==> config.mk <==
export PLATFORM = sky130hd
export DESIGN_NAME = mem_port_arbiter_flat
export DESIGN_NICKNAME = d
export VERILOG_FILES = /design/src/rtl/mem_port_arbiter_if.sv /design/src/rtl/mem_port_arbiter.sv /design/src/flat_wrapper.sv
export SDC_FILE = /design/constraint.sdc
export NUM_CORES = 1
export LEC_CHECK = 0
export CORE_AREA = 2 2 210 212
export CTS_CLUSTER_DIAMETER = 40
export DETAILED_ROUTE_END_ITERATION = 12
export DIE_AREA = 0 0 212 214
export GPL_ROUTABILITY_DRIVEN = 1
export GPL_TIMING_DRIVEN = 1
export SKIP_LAST_GASP = 1
export SLEW_MARGIN = 20
export SYNTH_ARGS = -nofsm -noshare
export SYNTH_HDL_FRONTEND = slang
export SYNTH_SLANG_ARGS = --single-unit
==> constraint.sdc <==
create_clock -name clk -period 3.2 [get_ports clk]
set_input_delay 0.48 -clock clk [delete_from_list [all_inputs] [get_ports clk]]
set_output_delay 0.48 -clock clk [all_outputs]
set_load 0.05 [all_outputs]
==> src/rtl/mem_port_arbiter_if.sv <==
// Bundles the fetch (i_*), data (d_*) and memory (c_*) sides of the memory-port arbiter.
// slave is the arbiter's view; master is the core/memory environment's view.
interface mem_port_arbiter_if;
  logic        i_valid;
  logic [63:0] i_addr;
  logic        i_data_ok;
  logic [63:0] i_rdata;

  logic        d_valid;
  logic [63:0] d_addr;
  logic [2:0]  d_size;
  logic [7:0]  d_strobe;
  logic [63:0] d_wdata;
  logic        d_data_ok;
  logic [63:0] d_rdata;

  logic        c_valid;
  logic        c_is_write;
  logic [2:0]  c_size;
  logic [63:0] c_addr;
  logic [7:0]  c_strobe;
  logic [63:0] c_wdata;
  logic        c_ready;
  logic        c_last;
  logic [63:0] c_rdata;

  modport slave (
    input  i_valid, i_addr, d_valid, d_addr, d_size, d_strobe, d_wdata,
    input  c_ready, c_last, c_rdata,
    output i_data_ok, i_rdata, d_data_ok, d_rdata,
    output c_valid, c_is_write, c_size, c_addr, c_strobe, c_wdata
  );

  modport master (
    output i_valid, i_addr, d_valid, d_addr, d_size, d_strobe, d_wdata,
    output c_ready, c_last, c_rdata,
    input  i_data_ok, i_rdata, d_data_ok, d_rdata,
    input  c_valid, c_is_write, c_size, c_addr, c_strobe, c_wdata
  );
endinterface

==> src/rtl/mem_port_arbiter.sv <==
// Shares one memory port between instruction fetch and data access, with a hung-port watchdog.
// Define ARB_RR_EN for round-robin arbitration; otherwise data always wins over fetch.
module mem_port_arbiter #(
  parameter int TIMEOUT = 1024,
  parameter int CNT_W   = 11
) (
  input  logic                clk,
  input  logic                reset,
  mem_port_arbiter_if.slave   bus,
  output logic                busy,
  output logic                timeout_err
);

  typedef enum logic [1:0] {IDLE, SERVE_I, SERVE_D} state_t;

  localparam logic [CNT_W-1:0] TIMEOUT_C = CNT_W'(TIMEOUT);
  localparam bit               WD_EN     = (TIMEOUT != 0);

  state_t           r_state;
  state_t           w_nextState;
  logic             w_done;
  logic             w_grantD;
  logic             w_grantI;
  logic             w_iOk;
  logic             w_dOk;
  logic [CNT_W-1:0] r_wdCnt;
  logic [CNT_W-1:0] w_wdNext;
  logic             r_timeoutErr;

  logic             r_cValid;
  logic             r_cIsWrite;
  logic [2:0]       r_cSize;
  logic [63:0]      r_cAddr;
  logic [7:0]       r_cStrobe;
  logic [63:0]      r_cWdata;

  assign w_done = bus.c_ready & bus.c_last;

`ifdef ARB_RR_EN
  logic r_rrLastD;

  // Under contention the side that did not win last time gets the port.
  assign w_grantD = bus.d_valid & ~(bus.i_valid & r_rrLastD);

  always_ff @(posedge clk or negedge reset) begin
    if (!reset) begin
      r_rrLastD <= 1'b1;
    end else if (r_state == IDLE) begin
      if (w_grantD) begin
        r_rrLastD <= 1'b1;
      end else if (bus.i_valid) begin
        r_rrLastD <= 1'b0;
      end
    end
  end
`else
  assign w_grantD = bus.d_valid;
`endif

  assign w_grantI = bus.i_valid & ~w_grantD;

  always_ff @(posedge clk or negedge reset) begin
    if (!reset) begin
      r_state <= IDLE;
    end else begin
      r_state <= w_nextState;
    end
  end

  always_comb begin
    w_nextState = r_state;
    case (r_state)
      IDLE: begin
        if (w_grantD) begin
          w_nextState = SERVE_D;
        end else if (w_grantI) begin
          w_nextState = SERVE_I;
        end
      end
      SERVE_I, SERVE_D: begin
        if (w_done) begin
          w_nextState = IDLE;
        end
      end
      default: w_nextState = IDLE;
    endcase
  end

  // The request is captured on the grant edge so the core may change its inputs freely afterwards.
  always_ff @(posedge clk or negedge reset) begin
    if (!reset) begin
      r_cValid   <= 1'b0;
      r_cIsWrite <= 1'b0;
      r_cSize    <= 3'd0;
      r_cAddr    <= 64'd0;
      r_cStrobe  <= 8'd0;
      r_cWdata   <= 64'd0;
    end else if (r_state == IDLE) begin
      if (w_grantD) begin
        r_cValid   <= 1'b1;
        r_cIsWrite <= |bus.d_strobe;
        r_cSize    <= bus.d_size;
        r_cAddr    <= bus.d_addr;
        r_cStrobe  <= bus.d_strobe;
        r_cWdata   <= bus.d_wdata;
      end else if (w_grantI) begin
        r_cValid   <= 1'b1;
        r_cIsWrite <= 1'b0;
        r_cSize    <= 3'd3;
        r_cAddr    <= bus.i_addr;
        r_cStrobe  <= 8'd0;
        r_cWdata   <= 64'd0;
      end
    end else if (w_done) begin
      r_cValid   <= 1'b0;
      r_cIsWrite <= 1'b0;
      r_cSize    <= 3'd0;
      r_cAddr    <= 64'd0;
      r_cStrobe  <= 8'd0;
      r_cWdata   <= 64'd0;
    end
  end

  assign w_wdNext = r_wdCnt + 1'b1;

  // Watchdog only reports a stuck port; the transaction keeps waiting for completion.
  always_ff @(posedge clk or negedge reset) begin
    if (!reset) begin
      r_wdCnt      <= '0;
      r_timeoutErr <= 1'b0;
    end else if (r_state == IDLE) begin
      if (w_nextState != IDLE) begin
        r_wdCnt <= '0;
      end
    end else if (!w_done && (r_wdCnt != TIMEOUT_C)) begin
      r_wdCnt <= w_wdNext;
      if (WD_EN && (w_wdNext == TIMEOUT_C)) begin
        r_timeoutErr <= 1'b1;
      end
    end
  end

  assign w_iOk = (r_state == SERVE_I) & w_done;
  assign w_dOk = (r_state == SERVE_D) & w_done;

  assign bus.i_data_ok  = w_iOk;
  assign bus.i_rdata    = w_iOk ? bus.c_rdata : 64'd0;
  assign bus.d_data_ok  = w_dOk;
  assign bus.d_rdata    = w_dOk ? bus.c_rdata : 64'd0;
  assign bus.c_valid    = r_cValid;
  assign bus.c_is_write = r_cIsWrite;
  assign bus.c_size     = r_cSize;
  assign bus.c_addr     = r_cAddr;
  assign bus.c_strobe   = r_cStrobe;
  assign bus.c_wdata    = r_cWdata;
  assign busy           = (r_state != IDLE);
  assign timeout_err    = r_timeoutErr;

endmodule

==> src/flat_wrapper.sv <==
// flat-port wrapper written by rule: the top's interface ports become plain ports
module mem_port_arbiter_flat 
#(
  parameter int TIMEOUT = 1024,
  parameter int CNT_W   = 11
)
  (clk, reset, busy, timeout_err, bus_i_valid, bus_i_addr, bus_d_valid, bus_d_addr, bus_d_size, bus_d_strobe, bus_d_wdata, bus_c_ready, bus_c_last, bus_c_rdata, bus_i_data_ok, bus_i_rdata, bus_d_data_ok, bus_d_rdata, bus_c_valid, bus_c_is_write, bus_c_size, bus_c_addr, bus_c_strobe, bus_c_wdata);
  mem_port_arbiter_if bus_i ();
  input  logic clk;
  input  logic reset;
  output logic busy;
  output logic timeout_err;
  input wire logic [$bits(bus_i.i_valid)-1:0] bus_i_valid;
  input wire logic [$bits(bus_i.i_addr)-1:0] bus_i_addr;
  input wire logic [$bits(bus_i.d_valid)-1:0] bus_d_valid;
  input wire logic [$bits(bus_i.d_addr)-1:0] bus_d_addr;
  input wire logic [$bits(bus_i.d_size)-1:0] bus_d_size;
  input wire logic [$bits(bus_i.d_strobe)-1:0] bus_d_strobe;
  input wire logic [$bits(bus_i.d_wdata)-1:0] bus_d_wdata;
  input wire logic [$bits(bus_i.c_ready)-1:0] bus_c_ready;
  input wire logic [$bits(bus_i.c_last)-1:0] bus_c_last;
  input wire logic [$bits(bus_i.c_rdata)-1:0] bus_c_rdata;
  output wire logic [$bits(bus_i.i_data_ok)-1:0] bus_i_data_ok;
  output wire logic [$bits(bus_i.i_rdata)-1:0] bus_i_rdata;
  output wire logic [$bits(bus_i.d_data_ok)-1:0] bus_d_data_ok;
  output wire logic [$bits(bus_i.d_rdata)-1:0] bus_d_rdata;
  output wire logic [$bits(bus_i.c_valid)-1:0] bus_c_valid;
  output wire logic [$bits(bus_i.c_is_write)-1:0] bus_c_is_write;
  output wire logic [$bits(bus_i.c_size)-1:0] bus_c_size;
  output wire logic [$bits(bus_i.c_addr)-1:0] bus_c_addr;
  output wire logic [$bits(bus_i.c_strobe)-1:0] bus_c_strobe;
  output wire logic [$bits(bus_i.c_wdata)-1:0] bus_c_wdata;
  assign bus_i.i_valid = bus_i_valid;
  assign bus_i.i_addr = bus_i_addr;
  assign bus_i.d_valid = bus_d_valid;
  assign bus_i.d_addr = bus_d_addr;
  assign bus_i.d_size = bus_d_size;
  assign bus_i.d_strobe = bus_d_strobe;
  assign bus_i.d_wdata = bus_d_wdata;
  assign bus_i.c_ready = bus_c_ready;
  assign bus_i.c_last = bus_c_last;
  assign bus_i.c_rdata = bus_c_rdata;
  assign bus_i_data_ok = bus_i.i_data_ok;
  assign bus_i_rdata = bus_i.i_rdata;
  assign bus_d_data_ok = bus_i.d_data_ok;
  assign bus_d_rdata = bus_i.d_rdata;
  assign bus_c_valid = bus_i.c_valid;
  assign bus_c_is_write = bus_i.c_is_write;
  assign bus_c_size = bus_i.c_size;
  assign bus_c_addr = bus_i.c_addr;
  assign bus_c_strobe = bus_i.c_strobe;
  assign bus_c_wdata = bus_i.c_wdata;
  mem_port_arbiter #(.TIMEOUT(TIMEOUT), .CNT_W(CNT_W)) u_core (.clk(clk), .reset(reset), .bus(bus_i), .busy(busy), .timeout_err(timeout_err));
endmodule
== Yosys cells after proc, flatten, opt, wreduce, memory -nomap -nowiden ==
Cells that the tools add are included.

* $add $sub $neg: 1
* Eq/ne operators: 6
* Multiplexer cells: 31
* Bitwise gates (word level): 6
* Reduce and logical (&&, ||, !) cells: 12

{| class="wikitable"
|+ Operators by type and width
! operator !! count
|-
| 64-bit 2-to-1 mux || 9
|-
| 11-bit 2-to-1 mux || 3
|-
| 8-bit 2-to-1 mux || 4
|-
| 3-bit 2-to-1 mux || 4
|-
| 11-bit by 1-bit adder with 11-bit output (second input constant) || 1
|-
| 11-bit == test (second input constant) || 1
|-
| 11-bit inequality test (second input constant) || 1
|-
| 2-bit nonzero test || 4
|-
| 8-bit OR reduction || 1
|-
| 1-bit 2-to-1 mux || 7
|-
| 2-bit 2-to-1 mux || 3
|-
| 1-bit bitwise AND || 4
|-
| 2-bit case mux with 2 select lines || 1
|-
| 2-bit AND reduction || 2
|-
| 3-bit by 2-bit inequality test with 1-bit output (second input constant) || 1
|-
| 3-bit AND reduction || 1
|-
| 2-bit by 1-bit == test with 1-bit output (second input constant) || 1
|-
| 2-bit == test (second input constant) || 1
|-
| 2-bit zero test || 1
|-
| 2-bit inequality test (second input constant) || 1
|-
| 1-bit NOT || 2
|-
| 2-bit OR reduction || 1
|-
| 1-bit logical AND || 1
|-
| 1-bit zero test || 1
|}

* Register bits: 155
* Bits of input ports: 273
* Output and inout bits: 273
* Logic and storage cells: 65

== Longest topological paths before layout ==
* Word-level depth: 8
* Gate-level depth with buffers: 9
* Gate-level depth less buffers: 6

== Worst setup path after synthesis ==
No wires, ideal clock.

* Path type: register to output
* Start: register u_core.r_state[0]
* End: output port bus_d_rdata[54]
* Arrival: 1.865 ns
* Data required time: 2.720 ns
* Setup slack: 0.855 ns
* Cell stages (with the launch flop): 6
* Path buffers: 1
* Cells stage by stage: dfrtp_1 > inv_1 > ha_1 > and3_1 > clkbuf_1 > and2_1

* Cells in the longest elaborated chain, start to end: 3

{| class="wikitable"
|+ RTL lines
! element !! line !! RTL
|-
| start: declaration || mem_port_arbiter.sv:19 || <nowiki>state_t r_state;</nowiki>
|-
| start signal: assignment || mem_port_arbiter.sv:66 || <nowiki>r_state <= w_nextState;</nowiki>
|-
| 2-bit == test || mem_port_arbiter.sv:144 || <nowiki>assign w_dOk = (r_state == SERVE_D) & w_done;</nowiki>
|-
| 1-bit bitwise AND || mem_port_arbiter.sv:144 ||
|-
| via bus_d_data_ok || flat_wrapper.sv:25 || <nowiki>output wire logic [$bits(bus_i.d_data_ok)-1:0] bus_d_data_ok;</nowiki>
|-
| 64-bit 2-to-1 mux || mem_port_arbiter.sv:149 || <nowiki>assign bus.d_rdata = w_dOk ? bus.c_rdata : 64'd0;</nowiki>
|-
| end: declaration || flat_wrapper.sv:26 || <nowiki>output wire logic [$bits(bus_i.d_rdata)-1:0] bus_d_rdata;</nowiki>
|}

The timed path passes the listed nets, and every way through them passes these cells.

== Worst setup path in the final report ==
* Start: register u_core.r_state[0]
* End: output port busy

* Cells in the longest elaborated chain, start to end: 1

{| class="wikitable"
|+ RTL lines
! element !! line !! RTL
|-
| 2-bit nonzero test || mem_port_arbiter.sv:156 || <nowiki>assign busy = (r_state != IDLE);</nowiki>
|-
| end: declaration || flat_wrapper.sv:11 || <nowiki>output logic busy;</nowiki>
|}

No other way between the ends.

==> reports/metrics.csv <==
stage,metric,value,unit
hold_path,Worst Hold Depth,4,
cts,buffer count from post-CTS setup fixing,0,
cts,Max clock buf depth,2,
power_and_ir_drop,worst vdd ir,481.8,uV
logic_synthesis,Synthesized Nets,1006,
logic_synthesis,count of cell types in the netlist,42,
drt,drt total wl,37450,um
logic_synthesis,mapped cell area,7541,um2
critical_path,Worst path slowest cell,clkdlybuf4s50_1,
cts,CTS Root Cell,clkbuf_16,
logic_synthesis,ys async rst share,1.000,
logic_synthesis,"top cells by count, synth","dfrtp_1 (155), and2_1 (131), nand2_1 (83)",
logic_synthesis,ys flop type,dfrtp_1,
finish,fraction of layout cells with a size suffix above 1,0.1470,
sta,WHS,371.1,ps
placed_design,DP HPWL,30090,um
finish,NumNets Final,1519,
global_route,grt total ovfl,0,
critical_path,delay of the slowest critical-path stage,860,ps
logic_synthesis,most frequent cell after synthesis,dfrtp_1,
cts,total CTS buffers,17,
sta,Slew headroom,0.4835,
sta,final-report hold violation count,0,
power_and_ir_drop,Design Power,0.01360,W
critical_path,Critical Path RT,2720,ps
logic_synthesis,Gate Count Post-Synth,726,
critical_path,Setup crit start kind,register,
logic_synthesis,Synthesis Warnings,0,
die,# rows,76,
sta,unrepaired setup endpoints after global routing,false,
cts,Sink Count,155,
sta,Tmin final,2813,ps
drt,Residual DRC,0,
die,Die Width,212,um
die,Initial Util,0.1758,
hold_path,Min-Delay Path Class,primary input to register,
sta,setup violation total in the final timing report,0,
finish,Multi-input gate area,3401,um2
global_route,global-route usage over all layers,0.1628,
sta,period utilization,0.8789,
finish,fillers,4236,
critical_path,CP Data Arrival Time,2330,ps
die,Die Ht,214,um
outcome,status,completed,
sta,Max Slew Vio Count,0,
die,Top Ports,546,
placed_design,PortBufs,545,
drt,Via density,4.123,
cts,Clock Pin Slew Worst Setup and Hold Paths,70,ps
finish,synthesis-to-finish area growth,106.2,%
critical_path,CP most frequent cell,inv_1,
placed_design,routability cong.,0.8983,
drt,total iterations of the first detailed-routing run,6,
cts,CTS tree,yes,
critical_path,reg2reg start,u_core.r_wdCnt[0],
critical_path,CP endpoint kind,primary output,
critical_path,"Critical Path, Cell by Cell",inv_1 -> ha_1 -> inv_1 -> clkdlybuf4s50_1,
logic_synthesis,syn avg cell area,10.39,um2
critical_path,WS Path Type,register to primary output,
run,MaxCap Viol Count,0,
hold_path,Hold Path End,u_core.r_state[0],
drt,Antenna Nets Post-Route,0,
critical_path,worst reg-to-reg setup slack,920,ps
sta,Worst-Margin Slew,772.4,ps
hold_path,hold path start,bus_d_valid,
power_and_ir_drop,Leakage,6.574,nW
drt,DRT iter0 DRCs,420,
die,Die ar.,45370,um2
logic_synthesis,sequential element share of the synthesized area,0.5144,
global_route,initial antenna violation count,5,
finish,Register Area,3879,um2
logic_synthesis,largest area contributor in the netlist,dfrtp_1,
drt,vias,7587,
power_and_ir_drop,pwr/cell area,874.2,nW/um2
logic_synthesis,top post-synthesis cells by area,"dfrtp_1 (51%), and2_1 (11%), mux2i_1 (9.3%)",
logic_synthesis,"flops & latches, synth",155,
global_route,number of global-route vias before repair,7492,
cts,worst-skew pair later-pin latency,450,ps
logic_synthesis,Yosys top cell area share,0.5144,
sta,Achievable Freq,355.6,MHz
sta,Clock Skew,6.214,ps
cts,# H-tree levels,4,
global_route,first-pass GRT wire length,53360,um
drt,drt wl/cell,20.36,um
critical_path,R2R cell count,7,
global_route,pin count of the biggest net entering global routing,75,
critical_path,critical path peak fanout,8,
logic_synthesis,number of synthesized flops with an enable pin,0,
critical_path,r2r endpoint,u_core.r_wdCnt[8],
sta,setup tns final,0,ps
die,Core Region,42890,um2
-- area by class of cell --
type	instances	share of cell area
diodes	3	0.0004827
clock buffers	19	0.02848
clock inverters	13	0.008448
inverters	6	0.001448
multi-input cells	502	0.2187
flip-flops and latches	155	0.2494
well taps	585	0.04707
repair buffers	557	0.4460
-- through the flow --
stage,cell area [um2],util,std cells,setup WS [ps]
global placement,14960,0.3488,1804,699.4
CTS,15540,0.3624,1837,341.7
global route,15550,0.3626,1840,265.1
floorplan,7541,-,726,854.9
finish,15550,0.3626,1840,387.5
detailed placement,14960,0.3488,1804,717.3
-- flip-flops by register name, summed over array words and instances, names as in the netlist --
register	cells
u_core.bus.c_addr	64
u_core.bus.c_is_write	1
u_core.bus.c_size	3
u_core.bus.c_strobe	8
u_core.bus.c_valid	1
u_core.bus.c_wdata	64
u_core.r_state	2
u_core.r_wdCnt	11
u_core.timeout_err	1
-- placed cells by master (no fill, tap or decap), drive strengths merged, types with 5 or more instances in the layout --
master | Yosys | final
a21oi | 6 | 6
a22o | 78 | 78
and2 | 131 | 131
buf | 10 | 143
clkbuf | 53 | 19
clkdlybuf4s50 | 0 | 413
dfrtp | 155 | 155
ha | 7 | 7
inv | 6 | 13
mux2 | 5 | 5
mux2i | 70 | 70
nand2 | 83 | 83
nand3 | 5 | 5
nor2 | 10 | 10
o21ai | 70 | 70
-- critical path: cells and delay by family (launching register included) --
family	cells	cell delay, ps
adder cells (fa/ha/maj)	1	350
buffers and inverters	3	1140
flip-flops	1	400
-- what timing repair did --
| action | in CTS | in global routing |
|---|---|---|
| hold buffers | 1 | 0 |
| hold endpoints to repair | 52 | 0 |
| gates resized for setup | 0 | 0 |
-- routing by layer --
layer  vias to the layer above  track usage  routed length [um]
met1                      3666       0.1740               13830
li1                       3548            -                   -
met5                         -            0                   0
met3                        33      0.05542                2968
met2                       340       0.2965               19900
met4                         0      0.05446                 757
-- worst max-delay path by stage --
stage | start | to | slack, ps | depth (start not counted)
2_1_floorplan | u_core.r_state[0] | bus_d_rdata[54] | 850 | 5
3_3_place_gp | bus_c_ready | bus_i_rdata[49] | 700 | 5
3_5_place_dp | bus_c_ready | bus_i_rdata[49] | 720 | 5
4_1_cts | u_core.r_state[0] | busy | 340 | 4
5_1_grt | u_core.r_state[0] | busy | 270 | 4
6_report | u_core.r_state[0] | busy | 390 | 4
-- kinds of logic (layout without fill, tap and decap cells) --
group,after synthesis,count (layout),synth area share
adder cells (fa/ha/maj),7,7,0.01161
AO/OA/AOI/OAI,168,168,0.1563
other,0,3,0
multiplexers,75,75,0.1014
XOR/XNOR,4,4,0.004647
buffers and inverters,69,595,0.03650
flip-flops,155,155,0.5144
AND/OR/NAND/NOR,248,248,0.1752
-- power breakdown --
| group | total (W) | internal, W | switching (W) | leakage (nW) |
|---|---|---|---|---|
| registers | 0.00331 | 0.00279 | 0.000516 | 2.00 |
| logic | 0.00824 | 0.00290 | 0.00534 | 4.29 |
| clock network | 0.00205 | 0.00111 | 0.000936 | 0.283 |
(Power assumes the default switching activity.)
